**config.mk**
```make
export PLATFORM = sky130hd
export DESIGN_NAME = pipeline_ctrl
export DESIGN_NICKNAME = d
export VERILOG_FILES = /design/src/rtl/pipeline_ctrl.sv
export SDC_FILE = /design/constraint.sdc
export NUM_CORES = 1
export LEC_CHECK = 0
export CAP_MARGIN = 20
export CORE_UTILIZATION = 60
export DETAILED_ROUTE_END_ITERATION = 7
export DONT_BUFFER_PORTS = 1
export PLACE_DENSITY = 0.76
export RECOVER_POWER = 100
export SYNTH_ARGS = -nofsm -noshare
export SYNTH_HDL_FRONTEND = slang
export SYNTH_SLANG_ARGS = --single-unit
```
**constraint.sdc**
```tcl
create_clock -name clk -period 2.2 [get_ports clk]
set_input_delay 0.33 -clock clk [delete_from_list [all_inputs] [get_ports clk]]
set_output_delay 0.33 -clock clk [all_outputs]
set_load 0.1 [all_outputs]
```
**src/rtl/pipeline_ctrl.sv**
```systemverilog
// Stall/flush sequencer for the 5-stage pipeline: merges load-use hazards,
// taken branches and multi-cycle memory waits into per-cycle freeze/clear controls.
module pipeline_ctrl #(
    parameter int MEM_WAIT_CYCLES = 4,
    parameter int CNT_WIDTH       = 3
) (
    input  logic        clk,
    input  logic        rst,
    input  logic        hazard,
    input  logic        branch_taken,
    input  logic        mem_req,
    output logic        freeze_front,
    output logic        flush_ifid,
    output logic        bubble_idex,
    output logic        freeze_back,
    output logic        busy,
    output logic [15:0] stall_cycles
);

    typedef enum logic [1:0] {
        RUN      = 2'b00,
        MEM_WAIT = 2'b01,
        DONE     = 2'b10
    } state_t;

    localparam bit MEM_WAIT_EN = (MEM_WAIT_CYCLES > 0);
    localparam logic [CNT_WIDTH-1:0] WAIT_LOAD =
        MEM_WAIT_EN ? CNT_WIDTH'(MEM_WAIT_CYCLES - 1) : '0;

    state_t               state;
    logic [CNT_WIDTH-1:0] wait_cnt;

    // Outputs are gated by rst so they drop the moment reset asserts,
    // even while hazard/branch_taken are still high.
    always_comb begin
        freeze_front = 1'b0;
        flush_ifid   = 1'b0;
        bubble_idex  = 1'b0;
        freeze_back  = 1'b0;
        busy         = 1'b0;
        if (rst) begin
            unique case (state)
                MEM_WAIT: begin
                    freeze_front = 1'b1;
                    freeze_back  = 1'b1;
                    busy         = 1'b1;
                end
                default: begin
                    if (branch_taken) begin
                        flush_ifid  = 1'b1;
                        bubble_idex = 1'b1;
                    end else if (hazard) begin
                        freeze_front = 1'b1;
                        bubble_idex  = 1'b1;
                    end
                end
            endcase
        end
    end

    always_ff @(posedge clk or negedge rst) begin
        if (!rst) begin
            state    <= RUN;
            wait_cnt <= '0;
        end else begin
            unique case (state)
                RUN: begin
                    if (mem_req && MEM_WAIT_EN) begin
                        state    <= MEM_WAIT;
                        wait_cnt <= WAIT_LOAD;
                    end
                end
                MEM_WAIT: begin
                    if (wait_cnt != '0) begin
                        wait_cnt <= wait_cnt - 1'b1;
                    end else begin
                        state <= DONE;
                    end
                end
                DONE: begin
                    state <= RUN;
                end
                default: begin
                    state    <= RUN;
                    wait_cnt <= '0;
                end
            endcase
        end
    end

    always_ff @(posedge clk or negedge rst) begin
        if (!rst) begin
            stall_cycles <= '0;
        end else if (freeze_front && (stall_cycles != 16'hFFFF)) begin
            stall_cycles <= stall_cycles + 16'd1;
        end
    end

endmodule

```
==> results of run 1 <==
## metal layers
metal	vias to the layer above	part of all wire [%]	global-route usage [%]
li1	428	-	-
met2	18	47	36.3
met3	4	4.0	3.17
met4	0	1.9	9.09
met1	410	47	32.0
met5	-	0	0
## cell usage in the layout (no fill, tap or decap), drive strengths merged
cell         count
o311ai           1
o21a             2
xnor2            4
dlygate4sd3      1
inv              6
o22ai            2
mux2             3
a21oi            6
and2             1
and4             1
ha               3
o32ai            1
nor4             2
nor3             2
nand2b           4
nand3            9
xor2             7
nor2b            1
o211a            1
nor3b            2
and3             6
nor2            10
dfrtp           21
nand2            8
buf              1
nand4            3
clkbuf          23
## flip-flops by register name (all words and copies together), names as in the netlist
signal        count
wait_cnt          3
state             2
stall_cycles     16
## worst max-delay path by stage
stage | startpoint | endpoint | slack (ns) | cells past startpoint
3_3_place_gp | stall_cycles[3]$_DFFE_PN0P_ | stall_cycles[11]$_DFFE_PN0P_ | 0.64 | 5
6_report | stall_cycles[2]$_DFFE_PN0P_ | stall_cycles[2] | 0.20 | 1
4_1_cts | state[1]$_DFFE_PN0P_ | freeze_front | 0.33 | 3
2_1_floorplan | stall_cycles[13]$_DFFE_PN0P_ | stall_cycles[1]$_DFFE_PN0P_ | 0.009 | 5
3_5_place_dp | stall_cycles[4]$_DFFE_PN0P_ | stall_cycles[11]$_DFFE_PN0P_ | 0.54 | 5
5_1_grt | stall_cycles[2]$_DFFE_PN0P_ | stall_cycles[4]$_DFFE_PN0P_ | 0.17 | 4
## cell usage after synthesis
| library cell | count | area [sq um] |
|---|---|---|
| a21oi_1 | 4 | 20.0 |
| a21oi_4 | 2 | 32.5 |
| and2_1 | 1 | 6.26 |
| and3_1 | 6 | 37.5 |
| and4_1 | 1 | 8.76 |
| buf_4 | 1 | 7.51 |
| dfrtp_1 | 21 | 526 |
| ha_1 | 3 | 37.5 |
| inv_1 | 6 | 22.5 |
| mux2_2 | 3 | 33.8 |
| nand2_1 | 8 | 30.0 |
| nand2b_1 | 3 | 18.8 |
| nand2b_4 | 1 | 13.8 |
| nand3_1 | 6 | 30.0 |
| nand3_2 | 2 | 20.0 |
| nand3_4 | 1 | 17.5 |
| nand4_1 | 3 | 18.8 |
| nor2_1 | 10 | 37.5 |
| nor2b_1 | 1 | 6.26 |
| nor3_1 | 2 | 10.0 |
| nor3b_1 | 2 | 15.0 |
| nor4_2 | 1 | 12.5 |
| nor4_4 | 1 | 21.3 |
| o211a_1 | 1 | 10.0 |
| o21a_1 | 2 | 15.0 |
| o22ai_1 | 2 | 12.5 |
| o311ai_2 | 1 | 16.3 |
| o32ai_1 | 1 | 8.76 |
| xnor2_1 | 4 | 35.0 |
| xor2_1 | 7 | 61.3 |
## stage by stage
step	hold WS, ns	instance area, sq um	worst slack [ns]
finish	0.170	1280	0.200
global route	0.183	1280	0.166
CTS	0.173	1380	0.328
detailed placement	0.0350	1340	0.536
global placement	0.0349	1340	0.640
floorplan	0.0344	1150	0.00864
## where the power goes
part	total, uW	internal, uW	switching, uW
clock network	189	70.8	118
logic	1110	234	875
registers	577	485	92.0
total	1880	790	1090
## cell type report
type	instances	share of cell area, %
multi-input cells	79	43.5
flip-flops and latches	21	41.3
repair buffers	21	8.91
well taps	25	2.45
clock buffers	4	2.06
inverters	6	1.76
## what timing repair did
| action | CTS | global route |
|---|---|---|
| hold endpoints to repair | 21 | 0 |
| hold buffers | 1 | 0 |
| endpoints found under the setup margin | 0 | 0 |
## cells by family (layout without fill, tap and decap cells)
logic type	Yosys count	in the layout	share of synthesized area (%)
adders and majority gates	3	3	3.29
and+or+nand+nor	49	49	26.6
DFF	21	21	46.0
muxes	3	3	2.96
xor gates and xnor gates	11	11	8.43
AOI/OAI and AO/OA	13	13	10.1
buffers and inverters	7	31	2.63
==> metrics.csv, run 1 <==
metric,value,unit
multi-input logic area,556,sq um
Residual DRC,0,
die width,45.6,um
CP required,1.87,ns
Slew headroom,21.5,%
vias in the first global route,784,
max cap viols,0,
antenna violations before repair,0,
family with the most delay on the worst path,buffers and inverters,
Initial DRC Count,9,
diode count,0,
HP Start,mem_req,
CP Max Fanout,6,
WP buf/inv,1,
mapped cell area,1140,sq um
Lkg Pwr,0.000626,uW
die height,45.6,um
Die ar.,2080,sq um
YS warnings,0,
cells along the critical path,clkbuf_1,
sequential area share after synthesis,46.0,%
CTS max path bufs,2,
Final Slew Violations,0,
total CTS buffers,3,
# resized after CTS,0,
crit end category,output pin,
reg-to-reg endpoint,stall_cycles[4]$_DFFE_PN0P_,
Total Power,1880,uW
port bufs,0,
Vias,860,
max frequency,500,MHz
placed cells,151,
reg2reg path depth,4,
ratio of cells with drive above 1 in the final layout,24.4,%
WHS Endpoint,state[0]$_DFFE_PN0P_,
CTS tree,built,
total negative slack,0,ns
Post-Syn Instances,107,
syn_area_per_cell,10.7,sq um
post-route ant nets,0,
"Slowest-stage cell, CP",clkbuf_1,
reg2reg start,stall_cycles[2]$_DFFE_PN0P_,
routability cong.,0.857,
final hold vios,0,
H-Tree Depth,1,
worst min-delay path class,input pin to flip-flop,
core area,1760,sq um
Peak VDD IR,0.00128,V
global-route wire length before repair,3390,um
Final period util,90.9,%
Routed Wire Length,2170,um
worst slew pin tran,1.18,ns
synth-to-layout area growth,11.8,%
Hold Crit Depth,2,
clock root buffer,clkbuf_4,
final net count,140,
fin crit period,2.00,ns
CTS sink count,21,
Final HPWL DP,1630,um
Critical Path AT,1.67,ns
fin util,72.4,%
Setup CP Type,flip-flop to output pin,
"Reg clk slew, reported paths",0.12,ns
Final Non-Filler Cells,156,
Layout fillers,152,
Setup crit start kind,flip-flop,
syn_nets,115,
Setup Skew,0.00577,ns
effective utilization at floorplan,64.8,%
status,"complete, no violations",
R2R Setup Slk,0.20,ns
Cell variety after synth,30,
RSZ-0062 raised after global routing,no,
Overflow after GRT,0,
Setup Buffers After CTS,0,
Yosys reg bits,21,
Total Routing Usage GR,23.1,%
final setup fails,0,
FF+latch area,528,sq um
routed len/inst,13.9,um
vias per cell,5.51,
largest net degree at the start of global routing,22,
I/O pins,26,
critical path's largest stage delay,0.90,ns
"Clk Latency, worst-skew pair",0.31,ns
Rows,15,
Power Density,1470,nW/um^2
DRT Pass-1 Iters,4,
Power figures use the tool's default switching activity.
==> inputs of run 2 (changes only) <==
- clock period: 2.2 -> 2.4 ns (I/O delays scaled with it)
==> run 2 against run 1 <==
Compared with the run above:
- clock skew decreased by 0.0037 ns
- cell count is the same
- worst hold slack better by 0.014 ns
- clock power is 7% lower
- highest routed layer unchanged
==> metrics.csv, run 2 (synthesis results as in run 1) <==
metric,value,unit
status,"complete, no violations",
max frequency,481,MHz
R2R Setup Slk,0.37,ns
vias in the first global route,839,
reg2reg start,stall_cycles[6]$_DFFE_PN0P_,
RSZ-0062 raised after global routing,no,
CTS sink count,21,
post-route ant nets,0,
Lkg Pwr,0.000590,uW
Residual DRC,0,
core area,1760,sq um
CTS max path bufs,2,
pre-CTS setup slack,0.780,ns
worst min-delay path class,input pin to flip-flop,
DRT Pass-1 Iters,4,
total CTS buffers,3,
Setup CP Type,flip-flop to output pin,
CTS tree,built,
Area after DPL,1320,sq um
largest registers,"stall_cycles (16), wait_cnt (3), state (2)",
Slew headroom,12.1,%
H-Tree Depth,1,
Rows,15,
port bufs,0,
Final Slew Violations,0,
final net count,140,
PnR worst setup slack,0.320,ns
effective utilization at floorplan,64.8,%
# resized after CTS,0,
I/O pins,26,
crit end category,output pin,
Overflow after GRT,0,
Vias,879,
reg2reg path depth,4,
Peak VDD IR,0.00133,V
reg-to-reg endpoint,stall_cycles[10]$_DFFE_PN0P_,
max cap viols,0,
Setup Skew,0.00208,ns
Total Routing Usage GR,25.9,%
Clk pwr share,10.2,%
CP Max Fanout,7,
final hold vios,0,
worst slew pin tran,1.32,ns
ratio of cells with drive above 1 in the final layout,13.0,%
routability cong.,0.809,
vias per cell,5.63,
total negative slack,0,ns
switching power,987,uW
synth-to-layout area growth,10.2,%
Final Non-Filler Cells,156,
Final period util,86.7,%
WHS Endpoint,state[0]$_DFFE_PN0P_,
"Slowest-stage cell, CP",buf_4,
antenna violations before repair,0,
final setup fails,0,
Setup crit start kind,flip-flop,
routed len/inst,14.4,um
"commonest non-fill, non-tap cells in the layout","dfrtp_1 (21), clkbuf_1 (14), nor2_1 (9)",
Initial DRC Count,7,
"Reg clk slew, reported paths",0.12,ns
clock root buffer,clkbuf_4,
Setup Buffers After CTS,0,
power share of the combinational group,59.5,%
"commonest non-fill, non-tap cell in the layout",dfrtp_1,
switch share,57.6,%
"Most flops, register",stall_cycles,
CP required,2.04,ns
die width,45.6,um
Routed Wire Length,2250,um
HP Start,mem_req,
Pint,727,uW
largest net degree at the start of global routing,22,
fin crit period,2.08,ns
Final Cell Area,1260,sq um
Hold Crit Depth,2,
global-route wire length before repair,3640,um
Total Power,1710,uW
diode count,0,
cells along the critical path,nand2b_1 > nor2_4 > buf_4,
"Clk Latency, worst-skew pair",0.31,ns
max reg flops,16,
critical path's largest stage delay,0.48,ns
die height,45.6,um
Critical Path AT,1.72,ns
Sequential Power Share,30.3,%
Die ar.,2080,sq um
Final HPWL DP,1670,um
Power Density,1360,nW/um^2
placed cells,151,
run 2: cell types whose count changed in the layout (fill, tap and decap cells not counted), moves of 2 or more:
cell and delta:
buf_4 +6, clkbuf_1 +12, clkbuf_2 -17, dfrtp_1 +2
dfrtp_2 -2
run 2: per-stage QoR:
step	hold slack [ns]	util [%]
6_report	0.184	71.3
5_1_grt	0.178	71.3
4_1_cts	0.178	77.1
3_5_place_dp	0.0649	75.0
3_3_place_gp	0.0649	75.0
2_1_floorplan	0.0644	-
run 2: routing by layer:
metal  GRT usage, %  share of wire, %  vias to the layer above
li1               -                 -                      426
met4           14.5               2.2                        0
met3           7.14               4.8                        4
met2           41.7                49                       21
met1           30.9                44                      428
met5              0                 0                        -
run 2: worst max-delay path by stage:
stage,start,to,depth (start not counted)
2_1_floorplan,stall_cycles[6]$_DFFE_PN0P_,stall_cycles[10]$_DFFE_PN0P_,5
3_3_place_gp,stall_cycles[4]$_DFFE_PN0P_,stall_cycles[15]$_DFFE_PN0P_,5
3_5_place_dp,stall_cycles[3]$_DFFE_PN0P_,stall_cycles[13]$_DFFE_PN0P_,5
4_1_cts,state[1]$_DFFE_PN0P_,freeze_back,3
5_1_grt,state[1]$_DFFE_PN0P_,freeze_front,3
6_report,state[1]$_DFFE_PN0P_,freeze_back,3
run 2: layout make-up:
type | instances | area, sq um
repair buffers | 21 | 111
clock buffers | 4 | 26.3
well taps | 25 | 31.3
fillers | 156 | 505
flip-flops and latches | 21 | 526
inverters | 6 | 22.5
multi-input cells | 79 | 542
run 2: repair_timing:
item,in CTS,in global routing
endpoints found under the hold margin,21,0
hold buffers,1,0
endpoints found under the setup margin,0,0
run 2: critical path: cells and delay by family (launching register included):
| kind | cells | cell delay, ns |
|---|---|---|
| buffers and inverters | 1 | 0.48 |
| DFF | 1 | 0.45 |
| and+or+nand+nor | 2 | 0.47 |
run 2: power by group through the flow:
| stage | clock network (uW) | logic, uW | registers [uW] |
|---|---|---|---|
| 5_1_grt | 193 | 1080 | 532 |
| 4_1_cts | 182 | 1070 | 526 |
| 3_3_place_gp | 0 | 1040 | 527 |
| 2_1_floorplan | 0 | 491 | 904 |
| 6_report | 175 | 1020 | 520 |
| 3_5_place_dp | 0 | 1060 | 533 |
